**src/rtl/debug_ctrl_if.sv**
```systemverilog
// Bus between the debug controller and its UART, instruction memory and CPU.
interface debug_ctrl_if #(
  parameter int unsigned DATA_LEN   = 8,
  parameter int unsigned SIZE       = 32,
  parameter int unsigned ADDR_WIDTH = 32
) ();

  logic [DATA_LEN-1:0]   i_rx_data;
  logic                  i_rx_done;
  logic                  i_tx_full;
  logic                  o_tx_start;
  logic [DATA_LEN-1:0]   o_tx_data;
  logic                  o_imem_we;
  logic [ADDR_WIDTH-1:0] o_imem_addr;
  logic [SIZE-1:0]       o_imem_data;
  logic [ADDR_WIDTH-1:0] i_pc;
  logic                  i_halt;
  logic                  o_cpu_en;

  // Controller side.
  modport slave (
    input  i_rx_data, i_rx_done, i_tx_full, i_pc, i_halt,
    output o_tx_start, o_tx_data, o_imem_we, o_imem_addr, o_imem_data, o_cpu_en
  );

  // Environment side (UART, memory, CPU).
  modport master (
    output i_rx_data, i_rx_done, i_tx_full, i_pc, i_halt,
    input  o_tx_start, o_tx_data, o_imem_we, o_imem_addr, o_imem_data, o_cpu_en
  );

endinterface

```
**src/rtl/debug_ctrl.sv**
```systemverilog
// debug_ctrl: loads a program from UART bytes into instruction memory, then runs or
// single-steps the CPU on byte commands and reports status bytes back over UART.
module debug_ctrl #(
  parameter int unsigned DATA_LEN        = 8,
  parameter int unsigned SIZE            = 32,
  parameter int unsigned ADDR_WIDTH      = 32,
  parameter int unsigned MAX_INSTRUCTION = 64
) (
  input logic         i_clk,
  input logic         i_rst_n,
  debug_ctrl_if.slave bus
);

  localparam int unsigned BytesPerWord = SIZE / DATA_LEN;
  localparam int unsigned ByteCntW     = (BytesPerWord > 1) ? $clog2(BytesPerWord) : 1;
  localparam int unsigned IdxW         = $clog2(MAX_INSTRUCTION + 1);

  localparam logic [DATA_LEN-1:0] CmdLoad     = DATA_LEN'(8'h07);
  localparam logic [DATA_LEN-1:0] CmdRun      = DATA_LEN'(8'h08);
  localparam logic [DATA_LEN-1:0] CmdStepMode = DATA_LEN'(8'h09);
  localparam logic [DATA_LEN-1:0] CmdStep     = DATA_LEN'(8'h0A);
  localparam logic [DATA_LEN-1:0] StatHalt    = DATA_LEN'(8'hFF);

  typedef enum logic [2:0] {StLoad, StIdle, StRun, StStepWait, StStep, StDone} state_e;

  state_e                   state_q;
  logic [IdxW-1:0]          idx_q;
  logic [ByteCntW-1:0]      bcnt_q;
  logic [SIZE-DATA_LEN-1:0] asm_q;     // bytes received so far, newest at the top
  logic                     we_q;
  logic [ADDR_WIDTH-1:0]    addr_q;
  logic [SIZE-1:0]          data_q;
  logic                     cpu_en_q;
  logic                     cnt_req_q; // load finished; send the count a cycle after the write
  logic                     pend_vld_q;
  logic [DATA_LEN-1:0]      pend_data_q;

  logic [SIZE-1:0]          load_word;
  logic                     last_byte;
  logic                     last_idx;
  logic                     load_cmd;
  logic                     req_vld;
  logic [DATA_LEN-1:0]      req_data;
  logic                     unused_pc;

  assign unused_pc = ^bus.i_pc[ADDR_WIDTH-1:DATA_LEN];

  // Decode of the incoming byte against the load context.
  always_comb begin
    load_word = {bus.i_rx_data, asm_q};
    last_byte = (bcnt_q == ByteCntW'(BytesPerWord - 1));
    last_idx  = (idx_q == IdxW'(MAX_INSTRUCTION - 1));
    load_cmd  = bus.i_rx_done && (bus.i_rx_data == CmdLoad);
  end

  // Sequencer: loading, command decode, CPU enable and memory write strobe.
  always_ff @(posedge i_clk or negedge i_rst_n) begin
    if (!i_rst_n) begin
      state_q   <= StLoad;
      idx_q     <= '0;
      bcnt_q    <= '0;
      asm_q     <= '0;
      we_q      <= 1'b0;
      addr_q    <= '0;
      data_q    <= '0;
      cpu_en_q  <= 1'b0;
      cnt_req_q <= 1'b0;
    end else begin
      we_q      <= 1'b0;
      cnt_req_q <= 1'b0;
      unique case (state_q)
        StLoad: begin
          if (bus.i_rx_done) begin
            asm_q <= {bus.i_rx_data, asm_q[SIZE-DATA_LEN-1:DATA_LEN]};
            if (last_byte) begin
              we_q   <= 1'b1;
              addr_q <= ADDR_WIDTH'(idx_q) << 2;
              data_q <= load_word;
              idx_q  <= idx_q + IdxW'(1);
              bcnt_q <= '0;
              if (load_word == '0 || last_idx) begin
                state_q   <= StIdle;
                cnt_req_q <= 1'b1;
              end
            end else begin
              bcnt_q <= bcnt_q + ByteCntW'(1);
            end
          end
        end
        StIdle: begin
          if (bus.i_rx_done) begin
            if (bus.i_rx_data == CmdRun) begin
              state_q  <= StRun;
              cpu_en_q <= 1'b1;
            end else if (bus.i_rx_data == CmdStepMode) begin
              state_q <= StStepWait;
            end else if (bus.i_rx_data == CmdLoad) begin
              state_q <= StLoad;
              idx_q   <= '0;
              bcnt_q  <= '0;
            end
          end
        end
        StRun: begin
          if (load_cmd) begin
            state_q  <= StLoad;
            cpu_en_q <= 1'b0;
            idx_q    <= '0;
            bcnt_q   <= '0;
          end else if (bus.i_halt) begin
            state_q  <= StDone;
            cpu_en_q <= 1'b0;
          end
        end
        StStepWait: begin
          if (bus.i_rx_done && bus.i_rx_data == CmdStep) begin
            state_q  <= StStep;
            cpu_en_q <= 1'b1;
          end else if (load_cmd) begin
            state_q <= StLoad;
            idx_q   <= '0;
            bcnt_q  <= '0;
          end
        end
        StStep: begin
          // First cycle is the enabled clock; second cycle reports the outcome.
          if (cpu_en_q) begin
            cpu_en_q <= 1'b0;
          end else begin
            state_q <= bus.i_halt ? StDone : StStepWait;
          end
        end
        StDone: begin
          if (load_cmd) begin
            state_q <= StLoad;
            idx_q   <= '0;
            bcnt_q  <= '0;
          end
        end
        default: state_q <= StLoad;
      endcase
    end
  end

  // Status byte to queue this cycle, if any.
  always_comb begin
    req_vld  = 1'b0;
    req_data = '0;
    if (cnt_req_q) begin
      req_vld  = 1'b1;
      req_data = DATA_LEN'(idx_q);
    end else if (state_q == StRun && bus.i_halt && !load_cmd) begin
      req_vld  = 1'b1;
      req_data = StatHalt;
    end else if (state_q == StStep && !cpu_en_q) begin
      req_vld  = 1'b1;
      req_data = bus.i_halt ? StatHalt : bus.i_pc[DATA_LEN-1:0];
    end
  end

  // One-entry transmit holding register; a newer status byte replaces an unsent one.
  always_ff @(posedge i_clk or negedge i_rst_n) begin
    if (!i_rst_n) begin
      pend_vld_q  <= 1'b0;
      pend_data_q <= '0;
    end else if (req_vld) begin
      pend_vld_q  <= 1'b1;
      pend_data_q <= req_data;
    end else if (bus.o_tx_start) begin
      pend_vld_q <= 1'b0;
    end
  end

  assign bus.o_tx_start  = pend_vld_q && !bus.i_tx_full;
  assign bus.o_tx_data   = pend_data_q;
  assign bus.o_imem_we   = we_q;
  assign bus.o_imem_addr = addr_q;
  assign bus.o_imem_data = data_q;
  assign bus.o_cpu_en    = cpu_en_q;

endmodule

```
**src/flat_wrapper.sv**
```systemverilog
// flat-port wrapper written by rule: the top's interface ports become plain ports
module debug_ctrl_flat 
#(
  parameter int unsigned DATA_LEN        = 8,
  parameter int unsigned SIZE            = 32,
  parameter int unsigned ADDR_WIDTH      = 32,
  parameter int unsigned MAX_INSTRUCTION = 64
)
  (i_clk, i_rst_n, bus_i_rx_data, bus_i_rx_done, bus_i_tx_full, bus_i_pc, bus_i_halt, bus_o_tx_start, bus_o_tx_data, bus_o_imem_we, bus_o_imem_addr, bus_o_imem_data, bus_o_cpu_en);
  debug_ctrl_if #(.DATA_LEN(DATA_LEN), .SIZE(SIZE), .ADDR_WIDTH(ADDR_WIDTH)) bus_i ();
  input logic i_clk;
  input logic i_rst_n;
  input wire logic [$bits(bus_i.i_rx_data)-1:0] bus_i_rx_data;
  input wire logic [$bits(bus_i.i_rx_done)-1:0] bus_i_rx_done;
  input wire logic [$bits(bus_i.i_tx_full)-1:0] bus_i_tx_full;
  input wire logic [$bits(bus_i.i_pc)-1:0] bus_i_pc;
  input wire logic [$bits(bus_i.i_halt)-1:0] bus_i_halt;
  output wire logic [$bits(bus_i.o_tx_start)-1:0] bus_o_tx_start;
  output wire logic [$bits(bus_i.o_tx_data)-1:0] bus_o_tx_data;
  output wire logic [$bits(bus_i.o_imem_we)-1:0] bus_o_imem_we;
  output wire logic [$bits(bus_i.o_imem_addr)-1:0] bus_o_imem_addr;
  output wire logic [$bits(bus_i.o_imem_data)-1:0] bus_o_imem_data;
  output wire logic [$bits(bus_i.o_cpu_en)-1:0] bus_o_cpu_en;
  assign bus_i.i_rx_data = bus_i_rx_data;
  assign bus_i.i_rx_done = bus_i_rx_done;
  assign bus_i.i_tx_full = bus_i_tx_full;
  assign bus_i.i_pc = bus_i_pc;
  assign bus_i.i_halt = bus_i_halt;
  assign bus_o_tx_start = bus_i.o_tx_start;
  assign bus_o_tx_data = bus_i.o_tx_data;
  assign bus_o_imem_we = bus_i.o_imem_we;
  assign bus_o_imem_addr = bus_i.o_imem_addr;
  assign bus_o_imem_data = bus_i.o_imem_data;
  assign bus_o_cpu_en = bus_i.o_cpu_en;
  debug_ctrl #(.DATA_LEN(DATA_LEN), .SIZE(SIZE), .ADDR_WIDTH(ADDR_WIDTH), .MAX_INSTRUCTION(MAX_INSTRUCTION)) u_core (.i_clk(i_clk), .i_rst_n(i_rst_n), .bus(bus_i));
endmodule
```
**config.mk**
```make
export PLATFORM = sky130hd
export DESIGN_NAME = debug_ctrl_flat
export DESIGN_NICKNAME = d
export VERILOG_FILES = /design/src/rtl/debug_ctrl_if.sv /design/src/rtl/debug_ctrl.sv /design/src/flat_wrapper.sv
export SDC_FILE = /design/constraint.sdc
export NUM_CORES = 1
export LEC_CHECK = 0
export ABC_AREA = 1
export CAP_MARGIN = 20
export CELL_PAD_IN_SITES_DETAIL_PLACEMENT = 1
export CELL_PAD_IN_SITES_GLOBAL_PLACEMENT = 2
export CORE_AREA = 3 3 126 128
export DETAILED_ROUTE_END_ITERATION = 6
export DIE_AREA = 0 0 129 131
export PLACE_DENSITY_LB_ADDON = 0.1
export SYNTH_ARGS = -nofsm -noshare
export SYNTH_HDL_FRONTEND = slang
export SYNTH_SLANG_ARGS = --single-unit
export TNS_END_PERCENT = 5
```
**constraint.sdc**
```tcl
create_clock -name i_clk -period 2.4 [get_ports i_clk]
set_input_delay 0.72 -clock i_clk [delete_from_list [all_inputs] [get_ports i_clk]]
set_output_delay 0.72 -clock i_clk [all_outputs]
set_load 0.01 [all_outputs]
```
Word-level counts from Yosys, hierarchy flattened
Cells that the tools add are included.

Register bits: 87. Latch bits: 0. Memory bits (writable): 0. Memory bits (read-only): 0. Input bits: 45. Output and inout port bits: 75. Logic and storage cells: 113. Memories: 0.

Add/subtract/negate cells: 2. Multipliers: 0. Div/mod/pow operators: 0. $lt $le $gt $ge: 0. Equality and inequality tests: 24. Shift operators: 0. Muxes and demuxes: 54. Bitwise logic cells: 0. Reduce and logical (&&, ||, !) cells: 22.

Operator list (count): $mux 7 (8); $mux 3 (13); $logic_not 32->1 (1); $mux 8 (4); $pmux 7 s4 (1); $eq 8x4->1 const B (3); $pmux 3 s6 (1); $mux 1 (17); $mux 2 (8); $reduce_and 7->1 (2); $ne 2x2->1 const B (6); $ne 2x1->1 const B (5); $eq 8x3->1 const B (1); $pmux 2 s4 (1); $reduce_and 8->1 (1); $reduce_bool 4->1 (2); $add 7x1->7 const B (1); $eq 7x6->1 const B (1); $eq 3x2->1 const B (2); $eq 3x3->1 const B (2); $logic_and 1x1->1 (6); $reduce_and 5->1 (1); $ne 4x1->1 const B (1); $pmux 1 s4 (1); 11 further kinds (13).

Longest topological paths before layout
Word-level depth: 7. Gate-level depth with buffers: 10. Depth with buffers taken out: 10.

Worst setup path before layout
Ideal clock, no wire load.

Kind: in2reg. Start point: in bus_i_rx_data[4]. End point: reg u_core.pend_vld_q. Setup time: 127 ps. Arrival time: 1590 ps. Required time: 2273 ps. Setup slack: 683 ps. Stages: 10. Path buffers: 0. Cell sequence: inv_1 > nand2_2 > nor2_4 > nand3_2 > nand2_1 > inv_1 > nand2_4 > nand2_4 > nor2_1 > o21ai_1.

Longest elaborated chain between the ends: 7. Elaborated cells on any way between the ends: 8. Classes of those cells: 1 x eq/ne; 3 x mux; 4 x reduce/logical.

Ends and longest elaborated chain: start, declared (line flat_wrapper.sv:13) `input wire logic [$bits(bus_i.i_rx_data)-1:0] bus_i_rx_data;`; $eq 8x3->1 * (line debug_ctrl.sv:53) `load_cmd = bus.i_rx_done && (bus.i_rx_data == CmdLoad);`; $logic_and 1x1->1 * (line debug_ctrl.sv:53); $logic_not 1->1 * (line debug_ctrl.sv:152) `end else if (state_q == StRun && bus.i_halt && !load_cmd) begin`; $logic_and 1x1->1 * (line debug_ctrl.sv:152); $mux 1 * (line debug_ctrl.sv:152); $mux 1 * (line debug_ctrl.sv:149) `if (cnt_req_q) begin`; $mux 1 / $reduce_bool 2->1 (equally long branches); end signal, assigned (line debug_ctrl.sv:164) `pend_vld_q <= 1'b0;`; end signal, assigned (line debug_ctrl.sv:167) `pend_vld_q <= 1'b1;`; end signal, assigned (line debug_ctrl.sv:170) `pend_vld_q <= 1'b0;`; end, declared (line debug_ctrl.sv:35) `logic pend_vld_q;`.

Mark *: on every way between the ends. The rest lies on a longest branch, timed or not. A chain may end at the register's enable or synchronous reset.

Worst setup path after layout
Start point: in bus_i_tx_full. End point: out bus_o_tx_start.

Longest elaborated chain between the ends: 2.

Ends and longest elaborated chain: start, declared (line flat_wrapper.sv:15) `input wire logic [$bits(bus_i.i_tx_full)-1:0] bus_i_tx_full;`; $logic_not 1->1 (line debug_ctrl.sv:174) `assign bus.o_tx_start = pend_vld_q && !bus.i_tx_full;`; $logic_and 1x1->1 (line debug_ctrl.sv:174); end, declared (line flat_wrapper.sv:18) `output wire logic [$bits(bus_i.o_tx_start)-1:0] bus_o_tx_start;`.

Every way passes these cells.

==> impl_metrics.env <==
export IMPL_cts_tree="built"
export IMPL_critical_path_endpoint_type="output port"
export IMPL_ys_top_cells_by_area="dfrtp_1, nand2_1, o21ai_2"
export IMPL_post_route_period_util_pct=93.8
export IMPL_synth_commonest_cells="nand2_1, dfrtp_1, inv_1, nor2_1, o21ai_2"
export IMPL_port_buffers=70
export IMPL_ir_worst_vdd_mv=0.363
export IMPL_avgSynthCellArea_um2=8.49
export IMPL_fmax_mhz=444
export IMPL_placed_cell_area_um2=5360
export IMPL_syn_area_um2=4410
export IMPL_yosysMostFrequentCell="nand2_1"
export IMPL_drv_cap=0
export IMPL_remaining_drc_errors=0
export IMPL_grt_max_degree=41
export IMPL_slew_violations=0
export IMPL_die_width_um=129
export IMPL_path_cells="clkdlybuf4s50_1 -> nor2_1 -> dlygate4sd2_1"
export IMPL_gp_congestion=0.760
export IMPL_cts_buffers=9
export IMPL_initial_core_util_pct=29.5
export IMPL_regToRegSetupSlack_ns=0.81
export IMPL_fin_hold_ws_ns=0.290
export IMPL_yosysTopAreaCell="dfrtp_1"
export IMPL_rsz0062_at_grt="no"
export IMPL_cts_path_max_buffers=2
export IMPL_worstSetupPathType="input port to output port"
export IMPL_min_path_type="input port to async pin"
export IMPL_finalPower_uw=6170
export IMPL_routed_wirelength_um=10900
export IMPL_outcome="finished, final reports clean"
export IMPL_cts_root_buf="clkbuf_16"
export IMPL_synth_edff_count=0
export IMPL_antenna_found_initial=0
export IMPL_htreeDepth=3
export IMPL_grt_total_usage_pct=14.0
export IMPL_clkSinkCount=87
export IMPL_ys_warn_count=0
export IMPL_power_density_nw_per_um2=1100
export IMPL_final_area_um2=5630
export IMPL_area_growth_pct=27.7
export IMPL_fin_nets=657
export IMPL_setup_violations=0
export IMPL_hpwl_um=8350
export IMPL_initialDrtViolationCount=121
export IMPL_yosysTopAreaCellShare_pct=49.3
export IMPL_grt_pass1_vias=3703
export IMPL_setup_tns_ns=0
export IMPL_antenna_cells=0
export IMPL_cp_start_kind="input port"
export IMPL_yosys_register_bits=87
export IMPL_finClkSkew_ns=0.00768
export IMPL_async_reset_ff_share_pct=100
export IMPL_synth_cell_types=32
export IMPL_worst_path_largest_cell_delay_ns=0.39
export IMPL_path_buf_inv=2
export IMPL_synth_main_ff_cell="dfrtp_1"
export IMPL_leakage_uw=0.00273
export IMPL_routed_via_density=4.38
export IMPL_synth_cells=520
export IMPL_hold_viol=0
export IMPL_layout_min_cycle_time_ns=2.25
export IMPL_arrival_ns=1.53
export IMPL_die_h_um=131
export IMPL_slew_headroom_pct=62.3
export IMPL_first_pass_iters=4
export IMPL_design_core_area_um2=15000
export IMPL_vias=3519
export IMPL_clk_pin_slew_worst_paths_ns=0.07
export IMPL_crit_fanout=2
export IMPL_row_count=45
export IMPL_routedWlPerCell_um=13.6
export IMPL_crit_required_ns=1.68
export IMPL_crit_family="buffers and inverters"
export IMPL_rr_startpoint="u_core.idx_q[0]"
export IMPL_io_pins=120
export IMPL_die_area_um2=16900
export IMPL_grt_pass1_wl_um=18600
export IMPL_slowest_stage="clkdlybuf4s50_1"
export IMPL_r2r_end="u_core.state_q[0]"
export IMPL_clkLatencyLatePin_ns=0.34
export IMPL_cts_setup_buffers=0
export IMPL_dp_slack_ns=-0.144
export IMPL_drive_gt1_share_pct=15.9
export IMPL_reg2reg_depth=8
export IMPL_synth_seq_area_share_pct=49.3
export IMPL_worst_pin_slew_ns=0.565
export IMPL_setup_slack_ns=0.149
export IMPL_grt_overflow_total=0
export IMPL_ant_nets=0
==> sequential cells by signal (all words and copies together) (netlist names) <==
name / flops
u_core.bus.o_imem_data: 32
u_core.asm_q: 24
u_core.bus.o_tx_data: 8
u_core.bus.o_imem_addr: 7
u_core.idx_q: 7
u_core.state_q: 3
u_core.bcnt_q: 2
u_core.bus.o_cpu_en: 1
u_core.bus.o_imem_we: 1
u_core.cnt_req_q: 1
u_core.pend_vld_q: 1
==> worst max path at each step <==
stage / startpoint / end / depth (start not counted)
after floorplan: bus_i_rx_data[4] / u_core.pend_vld_q / 10
after global placement: bus_i_tx_full / bus_o_tx_start / 3
after detailed placement: bus_i_tx_full / bus_o_tx_start / 3
after CTS: bus_i_tx_full / bus_o_tx_start / 3
after global routing: bus_i_tx_full / bus_o_tx_start / 3
final: bus_i_tx_full / bus_o_tx_start / 3
==> metal layers <==
layer,track usage (%),routed length (um),vias up
met5,0,0,-
met4,4.45,111,0
met3,4.15,472,7
met2,22.4,5050,59
met1,18.3,5300,1689
li1,-,-,1764
==> final cells by class <==
type	instances	area (um2)
timing repair buffer	95	922
fill	1776	9340
inverter	57	224
clock inverter	5	43.8
clock buffer	11	233
multi-input combinational	360	1800
tap	188	235
sequential	87	2180
==> metrics by stage <==
step / std cells / util [%]
CTS: 803 / 37.6
global route: 803 / 37.6
detailed placement: 787 / 35.8
floorplan: 544 / -
global placement: 787 / 35.8
finish: 803 / 37.6
==> power by group <==
group | switching (uW) | internal, uW
combinational | 1280 | 1140
clock | 616 | 714
sequential | 371 | 2050
total | 2270 | 3910
==> cells in the final DEF (no fill, tap or decap), types with 3 or more instances in the layout <==
cell type and count:
nand2_2 3, conb_1 25, buf_4 23, nor2_4 4, o21ai_0 29, nand4_1 11, inv_2 3, nand2_4 4
clkbuf_16 9, clkdlybuf4s50_1 68, xor2_1 3, buf_12 3, o21ai_1 3, nand3_1 23, dfrtp_1 87, inv_1 52
nor2_2 4, o21ai_2 32, nor2_1 52, nand2_1 150
==> logic make-up after synthesis <==
kind of cell	synth area share, %
compound gates	10.8
xor+xnor	0.794
fa+ha+maj	0.567
buf+inv	11.9
flops	49.3
other cells	0.0850
simple gates	26.5
==> what timing repair did <==
action                                 4_1_cts  5_1_grt
endpoints found under the hold margin        0        0
resized for setup                            1        0
setup endpoints to repair                    1        0
hold buffers                                 0        0
Power figures use the tool's default switching activity.
